**config.mk**
```make
export PLATFORM = sky130hd
export DESIGN_NAME = seq_phase_controller_flat
export DESIGN_NICKNAME = d
export VERILOG_FILES = /design/src/rtl/seq_phase_controller_pkg.sv /design/src/rtl/seq_phase_controller_if.sv /design/src/rtl/seq_phase_controller_ring.sv /design/src/rtl/seq_phase_controller.sv /design/src/flat_wrapper.sv
export SDC_FILE = /design/constraint.sdc
export NUM_CORES = 1
export LEC_CHECK = 0
export ABC_AREA = 1
export ABC_CLOCK_PERIOD_IN_PS = 2500
export CAP_MARGIN = 0
export CORE_MARGIN = 2
export CORE_UTILIZATION = 56
export DETAILED_ROUTE_END_ITERATION = 7
export GPL_TIMING_DRIVEN = 0
export PLACE_DENSITY_LB_ADDON = 0.25
export SETUP_SLACK_MARGIN = 0.05
export SKIP_LAST_GASP = 1
export SLEW_MARGIN = 20
export SYNTH_ARGS = -nofsm -noshare
export SYNTH_HDL_FRONTEND = slang
export SYNTH_SLANG_ARGS = --single-unit
```
**constraint.sdc**
```tcl
create_clock -name clk -period 2.5 [get_ports clk]
set_input_delay 0.5 -clock clk [delete_from_list [all_inputs] [get_ports clk]]
set_output_delay 0.5 -clock clk [all_outputs]
set_load 0.02 [all_outputs]
```
**src/rtl/seq_phase_controller_pkg.sv**
```systemverilog
// seq_pkg: shared types and constants for the phase sequencer.
//   seq_state_t : sequencer state encoding (WAIT only exists when the
//                 SEQ_STEP_EN macro is defined)
//   NPHASE_DEF  : default number of phases per instruction
//   FETCH_LAST  : last fetch phase; phases above it are execute phases
//   IDX_W       : width of the phase index output
package seq_pkg;
  localparam int NPHASE_DEF = 6;
  localparam int FETCH_LAST = 3;
  localparam int IDX_W      = 3;

  typedef enum logic [2:0] {
    S_IDLE  = 3'd0,
    S_PHASE = 3'd1,
    S_GAP   = 3'd2,
    S_HALT  = 3'd3
`ifdef SEQ_STEP_EN
    , S_WAIT = 3'd4
`endif
  } seq_state_t;
endpackage

```
**src/rtl/seq_phase_controller_if.sv**
```systemverilog
// seq_phase_controller_if: control/strobe bundle of the phase sequencer.
//   Inputs to the sequencer : run, halt_req, resume, instr_done
//                             (+ step_en, step with SEQ_STEP_EN defined)
//   Outputs of the sequencer: wseq[NPHASE:1], phase_idx, gap, fetch,
//                             halted, instr_cnt
//   master modport: the environment driving the sequencer
//   slave modport : the sequencer itself
interface seq_phase_controller_if #(
  parameter int NPHASE = seq_pkg::NPHASE_DEF,
  parameter int CNT_W  = 16
);
  logic                       run;
  logic                       halt_req;
  logic                       resume;
  logic                       instr_done;
  logic [NPHASE:1]            wseq;
  logic [seq_pkg::IDX_W-1:0]  phase_idx;
  logic                       gap;
  logic                       fetch;
  logic                       halted;
  logic [CNT_W-1:0]           instr_cnt;
`ifdef SEQ_STEP_EN
  logic                       step_en;
  logic                       step;
`endif

  modport master (
    output run, halt_req, resume, instr_done,
`ifdef SEQ_STEP_EN
    output step_en, step,
`endif
    input  wseq, phase_idx, gap, fetch, halted, instr_cnt
  );

  modport slave (
    input  run, halt_req, resume, instr_done,
`ifdef SEQ_STEP_EN
    input  step_en, step,
`endif
    output wseq, phase_idx, gap, fetch, halted, instr_cnt
  );
endinterface

```
**src/rtl/seq_phase_controller_ring.sv**
```systemverilog
// seq_phase_ring: one-hot phase register.
//   clk, rst_n : clock, asynchronous active-low reset
//   clear      : all strobes off and index back to 0 (IDLE)
//   restart    : strobe phase 1
//   advance    : strobe the phase after the current index
//   blank      : strobes off, index kept (gap / wait / halt)
//   wseq       : registered one-hot strobes
//   phase_idx  : active or last phase number
// Priority: clear > restart > advance > blank.
module seq_phase_ring
  import seq_pkg::*;
#(
  parameter int NPHASE = NPHASE_DEF
) (
  input  logic              clk,
  input  logic              rst_n,
  input  logic              advance,
  input  logic              restart,
  input  logic              blank,
  input  logic              clear,
  output logic [NPHASE:1]   wseq,
  output logic [IDX_W-1:0]  phase_idx
);
  logic [IDX_W-1:0] nxt;

  function automatic logic [NPHASE:1] onehot(input logic [IDX_W-1:0] p);
    logic [NPHASE:1] v;
    v = '0;
    for (int i = 1; i <= NPHASE; i++)
      if (p == IDX_W'(i)) v[i] = 1'b1;
    return v;
  endfunction

  assign nxt = phase_idx + IDX_W'(1);

  always_ff @(posedge clk or negedge rst_n) begin
    if (!rst_n) begin
      wseq      <= '0;
      phase_idx <= '0;
    end else if (clear) begin
      wseq      <= '0;
      phase_idx <= '0;
    end else if (restart) begin
      wseq      <= onehot(IDX_W'(1));
      phase_idx <= IDX_W'(1);
    end else if (advance) begin
      wseq      <= onehot(nxt);
      phase_idx <= nxt;
    end else if (blank) begin
      wseq      <= '0;
    end
  end
endmodule

```
**src/rtl/seq_phase_controller.sv**
```systemverilog
// seq_phase_controller: machine-cycle phase sequencer.
//   clk, rst_n : clock, asynchronous active-low reset
//   bus        : seq_phase_controller_if.slave (run/halt/resume/instr_done
//                in; wseq, phase_idx, gap, fetch, halted, instr_cnt out)
// Parameters: NPHASE phases per instruction, GAP dead cycles (0..3) after
// every phase, CNT_W instruction counter width.
// Optional: define SEQ_STEP_EN to add step_en/step and the WAIT state.
module seq_phase_controller
  import seq_pkg::*;
#(
  parameter int NPHASE = NPHASE_DEF,
  parameter int GAP    = 1,
  parameter int CNT_W  = 16
) (
  input  logic                   clk,
  input  logic                   rst_n,
  seq_phase_controller_if.slave  bus
);
  seq_state_t        state_q, state_d;
  logic [1:0]        gcnt_q, gcnt_d;
  logic              pend_q, pend_d;
  logic              done_q, done_d;
  logic [CNT_W-1:0]  cnt_q, cnt_d;
  logic              advance, restart, blank, clear;
  logic              adv_pt, go, last, exec_done;
  logic [NPHASE:1]   wseq;
  logic [IDX_W-1:0]  idx;

  seq_phase_ring #(.NPHASE(NPHASE)) u_ring (
    .clk       (clk),
    .rst_n     (rst_n),
    .advance   (advance),
    .restart   (restart),
    .blank     (blank),
    .clear     (clear),
    .wseq      (wseq),
    .phase_idx (idx)
  );

  // Early termination is only honoured while an execute phase is strobing.
  assign exec_done = (state_q == S_PHASE) && bus.instr_done && (idx > IDX_W'(FETCH_LAST));
  assign last      = done_q || (idx == IDX_W'(NPHASE)) || exec_done;

  always_ff @(posedge clk or negedge rst_n) begin
    if (!rst_n) begin
      state_q <= S_IDLE;
      gcnt_q  <= '0;
      pend_q  <= 1'b0;
      done_q  <= 1'b0;
      cnt_q   <= '0;
    end else begin
      state_q <= state_d;
      gcnt_q  <= gcnt_d;
      pend_q  <= pend_d;
      done_q  <= done_d;
      cnt_q   <= cnt_d;
    end
  end

  always_comb begin
    state_d = state_q;
    gcnt_d  = gcnt_q;
    pend_d  = pend_q;
    done_d  = done_q;
    cnt_d   = cnt_q;
    advance = 1'b0;
    restart = 1'b0;
    blank   = 1'b0;
    clear   = 1'b0;
    adv_pt  = 1'b0;
    go      = 1'b0;

    if (state_q != S_HALT && bus.halt_req) pend_d = 1'b1;

    case (state_q)
      S_IDLE: if (bus.run) begin
        state_d = S_PHASE;
        restart = 1'b1;
      end
      S_PHASE: begin
        blank = 1'b1;
        if (exec_done) done_d = 1'b1;
        if (GAP > 0) begin
          state_d = S_GAP;
          gcnt_d  = 2'(GAP - 1);
        end else begin
          adv_pt = 1'b1;
        end
      end
      S_GAP: begin
        if (gcnt_q == 2'd0) adv_pt = 1'b1;
        else                gcnt_d = gcnt_q - 2'd1;
      end
      S_HALT: if (bus.resume) begin
        // A halt_req coinciding with resume allows exactly one instruction.
        pend_d = bus.halt_req;
        if (bus.run) begin
          state_d = S_PHASE;
          restart = 1'b1;
        end else begin
          state_d = S_IDLE;
          clear   = 1'b1;
        end
      end
`ifdef SEQ_STEP_EN
      S_WAIT: if (bus.step || !bus.step_en) go = 1'b1;
`endif
      default: begin
        state_d = S_IDLE;
        clear   = 1'b1;
      end
    endcase

`ifdef SEQ_STEP_EN
    if (adv_pt && bus.step_en) state_d = S_WAIT;
    else if (adv_pt)           go      = 1'b1;
`else
    if (adv_pt) go = 1'b1;
`endif

    // Move to the next phase, or take the instruction boundary.
    if (go) begin
      done_d = 1'b0;
      if (last) begin
        cnt_d = cnt_q + CNT_W'(1);
        if (pend_q || bus.halt_req) begin
          state_d = S_HALT;
          pend_d  = 1'b0;
          blank   = 1'b1;
        end else if (!bus.run) begin
          state_d = S_IDLE;
          clear   = 1'b1;
        end else begin
          state_d = S_PHASE;
          restart = 1'b1;
        end
      end else begin
        state_d = S_PHASE;
        advance = 1'b1;
      end
    end
  end

  assign bus.wseq      = wseq;
  assign bus.phase_idx = idx;
  assign bus.gap       = (state_q == S_GAP);
  assign bus.fetch     = |wseq[FETCH_LAST:1];
  assign bus.halted    = (state_q == S_HALT);
  assign bus.instr_cnt = cnt_q;
endmodule

```
**src/flat_wrapper.sv**
```systemverilog
// flat-port wrapper written by rule: the top's interface ports become plain ports
module seq_phase_controller_flat import seq_pkg::*;
#(
  parameter int NPHASE = NPHASE_DEF,
  parameter int GAP    = 1,
  parameter int CNT_W  = 16
)
  (clk, rst_n, bus_run, bus_halt_req, bus_resume, bus_instr_done, bus_wseq, bus_phase_idx, bus_gap, bus_fetch, bus_halted, bus_instr_cnt);
  seq_phase_controller_if #(.NPHASE(NPHASE), .CNT_W(CNT_W)) bus_i ();
  input  logic clk;
  input  logic rst_n;
  input wire logic [$bits(bus_i.run)-1:0] bus_run;
  input wire logic [$bits(bus_i.halt_req)-1:0] bus_halt_req;
  input wire logic [$bits(bus_i.resume)-1:0] bus_resume;
  input wire logic [$bits(bus_i.instr_done)-1:0] bus_instr_done;
  output wire logic [$bits(bus_i.wseq)-1:0] bus_wseq;
  output wire logic [$bits(bus_i.phase_idx)-1:0] bus_phase_idx;
  output wire logic [$bits(bus_i.gap)-1:0] bus_gap;
  output wire logic [$bits(bus_i.fetch)-1:0] bus_fetch;
  output wire logic [$bits(bus_i.halted)-1:0] bus_halted;
  output wire logic [$bits(bus_i.instr_cnt)-1:0] bus_instr_cnt;
  assign bus_i.run = bus_run;
  assign bus_i.halt_req = bus_halt_req;
  assign bus_i.resume = bus_resume;
  assign bus_i.instr_done = bus_instr_done;
  assign bus_wseq = bus_i.wseq;
  assign bus_phase_idx = bus_i.phase_idx;
  assign bus_gap = bus_i.gap;
  assign bus_fetch = bus_i.fetch;
  assign bus_halted = bus_i.halted;
  assign bus_instr_cnt = bus_i.instr_cnt;
  seq_phase_controller #(.NPHASE(NPHASE), .GAP(GAP), .CNT_W(CNT_W)) u_core (.clk(clk), .rst_n(rst_n), .bus(bus_i));
endmodule
```
==> results of run 1 <==
==> cell usage after synthesis (all sizes together) <==
library cell / number / share of area (%)
o21bai: 1 / 0.40
nand4: 3 / 0.99
nand3b: 1 / 0.40
o211ai: 2 / 0.79
dfrtp: 31 / 41
xnor2: 3 / 1.4
a22oi: 1 / 0.40
o21ai: 13 / 3.4
xor2: 11 / 5.1
or2: 2 / 0.66
nand3: 18 / 4.8
a21oi: 4 / 1.3
inv: 30 / 5.9
nor3: 10 / 3.4
ha: 14 / 9.2
buf: 3 / 1.3
nor2: 27 / 6.7
nand2: 60 / 13
or3: 1 / 0.33
==> worst paths after layout <==
kind                                             from                      end  slack (ns)
hold reg to reg                      u_core.gcnt_q[0]         u_core.gcnt_q[0]        0.50
hold / removal                                  rst_n  u_core.bus.instr_cnt[0]        0.18
min in group clk                     u_core.gcnt_q[0]         u_core.gcnt_q[0]        0.50
max in group asynchronous                       rst_n            u_core.done_q        1.88
setup / recovery                    u_core.state_q[0]                  bus_gap        0.25
setup reg to reg           u_core.u_ring.phase_idx[0]    u_core.u_ring.wseq[6]        0.65
==> routing by layer <==
metal	vias up	wire, µm	GRT usage (%)
li1	833	-	-
met1	742	1770	30.2
met2	51	1850	38.2
met3	6	207	5.98
met4	0	51	6.67
met5	-	0	0
==> power by group <==
group | total (W) | internal, W | switching (W)
clock | 0.000420 | 0.000236 | 0.000183
combinational | 0.00111 | 0.000445 | 0.000662
sequential | 0.000742 | 0.000623 | 0.000119
total | 0.00227 | 0.00130 | 0.000964
==> sequential cells by signal, indices dropped and copies added (netlist names) <==
name	flops
u_core.state_q	2
u_core.u_ring.phase_idx	3
u_core.pend_q	1
u_core.done_q	1
u_core.bus.instr_cnt	16
u_core.gcnt_q	2
u_core.u_ring.wseq	6
==> worst max-delay path: cells and delay by family, from the launching register on <==
kind       cells  cell delay [ns]
buf+inv        2             0.75
flops          1             0.44
fa+ha+maj      1             0.22
==> kinds of logic (layout without fill, tap and decap cells) <==
| kind of cell | after synthesis | after routing | synth area share (%) |
|---|---|---|---|
| AND/OR/NAND/NOR | 122 | 122 | 29.9 |
| AO/OA/AOI/OAI | 21 | 21 | 6.27 |
| buffers and inverters | 33 | 74 | 7.20 |
| XOR/XNOR | 14 | 14 | 6.47 |
| adder cells (fa/ha/maj) | 14 | 14 | 9.25 |
| flip-flops | 31 | 31 | 41.0 |
==> stage by stage <==
| stage | worst slack (ns) | instances | cell area [µm²] | hold WS, ns |
|---|---|---|---|---|
| 2_1_floorplan | 0.722 | 235 | 1890 | 0.204 |
| 3_3_place_gp | 0.356 | 314 | 2280 | 0.473 |
| 3_5_place_dp | 0.508 | 314 | 2280 | 0.488 |
| 4_1_cts | 0.248 | 322 | 2360 | 0.204 |
| 5_1_grt | 0.175 | 322 | 2360 | 0.222 |
| 6_report | 0.246 | 322 | 2360 | 0.182 |
==> cell type report <==
cell class                      instances  area share (%)
Sequential cell                        31            32.8
Clock buffer                            6            2.17
Buffer                                  3            1.01
Timing Repair Buffer                   33            13.8
Inverter                               30            4.76
Multi-Input combinational cell        171            41.6
Clock inverter                          2            1.48
Tap cell                               46            2.44
==> impl_summary.log, run 1 <==
[metrics] horizontal die dimension: 62.2 µm
[metrics] TritonCTS Buffers: 5
[metrics] hold buffer count at CTS: 0
[metrics] total grt overflow: 0
[metrics] Die Outline Area: 0.00386 mm²
[metrics] Setup Fix Bufs, Post-CTS: 0
[metrics] average footprint of a synthesized cell: 8.06 µm²
[metrics] ant diodes: 0
[metrics] global placement routability congestion: 0.831
[metrics] GR Util All Layers: 23.1%
[metrics] final worst-path cycle share: roughly 90%
[metrics] register cell area after layout: 776 µm²
[metrics] final wirelength: 3880 µm
[metrics] data required time of the worst path: 2.00 ns
[metrics] CTS sink count: 31
[metrics] number of distinct library cell variants in the gate-level netlist after synthesis: 29
[metrics] site row count: 21
[metrics] height of the die: 62.2 µm
[metrics] largest driver fanout on the critical path: 6
[metrics] Starting DRT DRC Count: 110
[metrics] longest individual stage delay on the worst path: roughly 0.62 ns
[metrics] Worst Tran Pin Value: 0.681 ns
[metrics] Core Area: between 0.003 and 0.004 mm²
[metrics] DR WL/cell: 12.0 µm
[metrics] number of slew-limit violations in the final report: 0
[metrics] cells along the critical path: inv_1, ha_1, clkdlybuf4s50_1
[metrics] IO buf count: 33
[metrics] initial antenna violation count: 0
[metrics] clock-pin transition on the worst setup and hold timing paths: 0.10 ns
[metrics] Static Leak: 1.17 nW
[metrics] Max VDD drop: 0.750 mV
[metrics] area taken by multi-input logic gates: 982 µm²
[metrics] Clock H-tree levels: 2
[metrics] number of global-route vias before repair: between 1500 and 2000
[metrics] Synthesis Warnings: 0
[metrics] initial core utilization: 57.7%
[metrics] arrival time at the worst endpoint: approximately 1.8 ns
[metrics] number of endpoints failing setup at the final stage: 0
[metrics] max_slew headroom: 54.6%
[metrics] clock latency on the worst-skew pair: 0.34 ns
[metrics] Post-Synthesis Net Count: roughly 260
[metrics] Layout Nets: 295
[metrics] total number of vias: 1632
[metrics] power per standard cell area: 960 mW/mm²
[metrics] number of search-and-repair iterations in the first detailed-routing pass: 4
[metrics] endpoint class of the critical path: output port
[metrics] Worst Setup Path Type: flip-flop to output port
[metrics] result of the run: finished clean
[metrics] Layout fillers: roughly 280
[metrics] Yosys reg bits: 31
[metrics] min cycle time layout: 2.25 ns
[metrics] first-pass GRT wire length: about 7000 µm
[metrics] layout cells sized above 1: between 10% and 20%
[metrics] sum of net half-perimeters after detailed placement: 2820 µm
[metrics] via count normalized by instance count: roughly 5.1
[metrics] power after layout: 0.00227 W
[metrics] max-cap violation count: 0
[metrics] TritonCTS clock tree: built
[metrics] unrepaired setup endpoints after global routing: false
[metrics] ports placed on the boundary: 34
[metrics] Worst Hold Class: input pin to asynchronous set/reset pin
[metrics] antenna-violating nets left: 0
[metrics] Syn Inst Count: 235
[metrics] synthesis-to-layout area growth: 24.8%
[metrics] path depth of the worst reg2reg path: 9
[metrics] critical path's slowest cell: clkdlybuf4s50_1
[metrics] most frequent standard cell in the layout excluding fill and tap cells: nand2_1
[metrics] sequential area share after synthesis: 41.0%
[metrics] pin count of the biggest net entering global routing: 32
[metrics] Final Hold Vio Count: 0
[metrics] Clk Tree Root Cell: clkbuf_4
[metrics] final worst clock skew: 0.0107 ns
[metrics] Worst Setup Start Kind: flip-flop
[metrics] number of remaining DRC errors: 0
[metrics] maximum clock rate: 444 MHz
[metrics] Syn Std Cell Area: 0.00189 mm²
[metrics] number of instances resized during post-cts repair: 0
[metrics] maximum buffer depth of the clock tree: 2
[metrics] setup tns final: 0 ns
[metrics] leading cell types in the layout, fill and taps excluded: nand2_1 (55), clkdlybuf4s50_1 (32), dfrtp_1 (31)
[metrics] final cell utilization of the core: 72.0%
Note: power is estimated with default switching activity, not from simulation.
==> inputs of run 2 (changes only) <==
--- a/config.mk
+++ b/config.mk
@@ -8,5 +8,5 @@
 export ABC_AREA = 1
 export ABC_CLOCK_PERIOD_IN_PS = 2500
-export CAP_MARGIN = 0
+export CAP_MARGIN = 20
 export CORE_MARGIN = 2
 export CORE_UTILIZATION = 56
==> constraint.sdc (replaced) <==
create_clock -name clk -period 2.5 [get_ports clk]
set_input_delay 0.5 -clock clk [delete_from_list [all_inputs] [get_ports clk]]
set_output_delay 0.5 -clock clk [all_outputs]
set_load 0.005 [all_outputs]
==> results of run 2 <==
The final DEF is identical to that of run 1. Status: finished clean.
Among the figures that moved: setup slack after layout 0.246 ns -> 0.349 ns; total power 0.00227 W -> 0.00214 W; worst IR drop on VDD 0.750 mV -> 0.747 mV
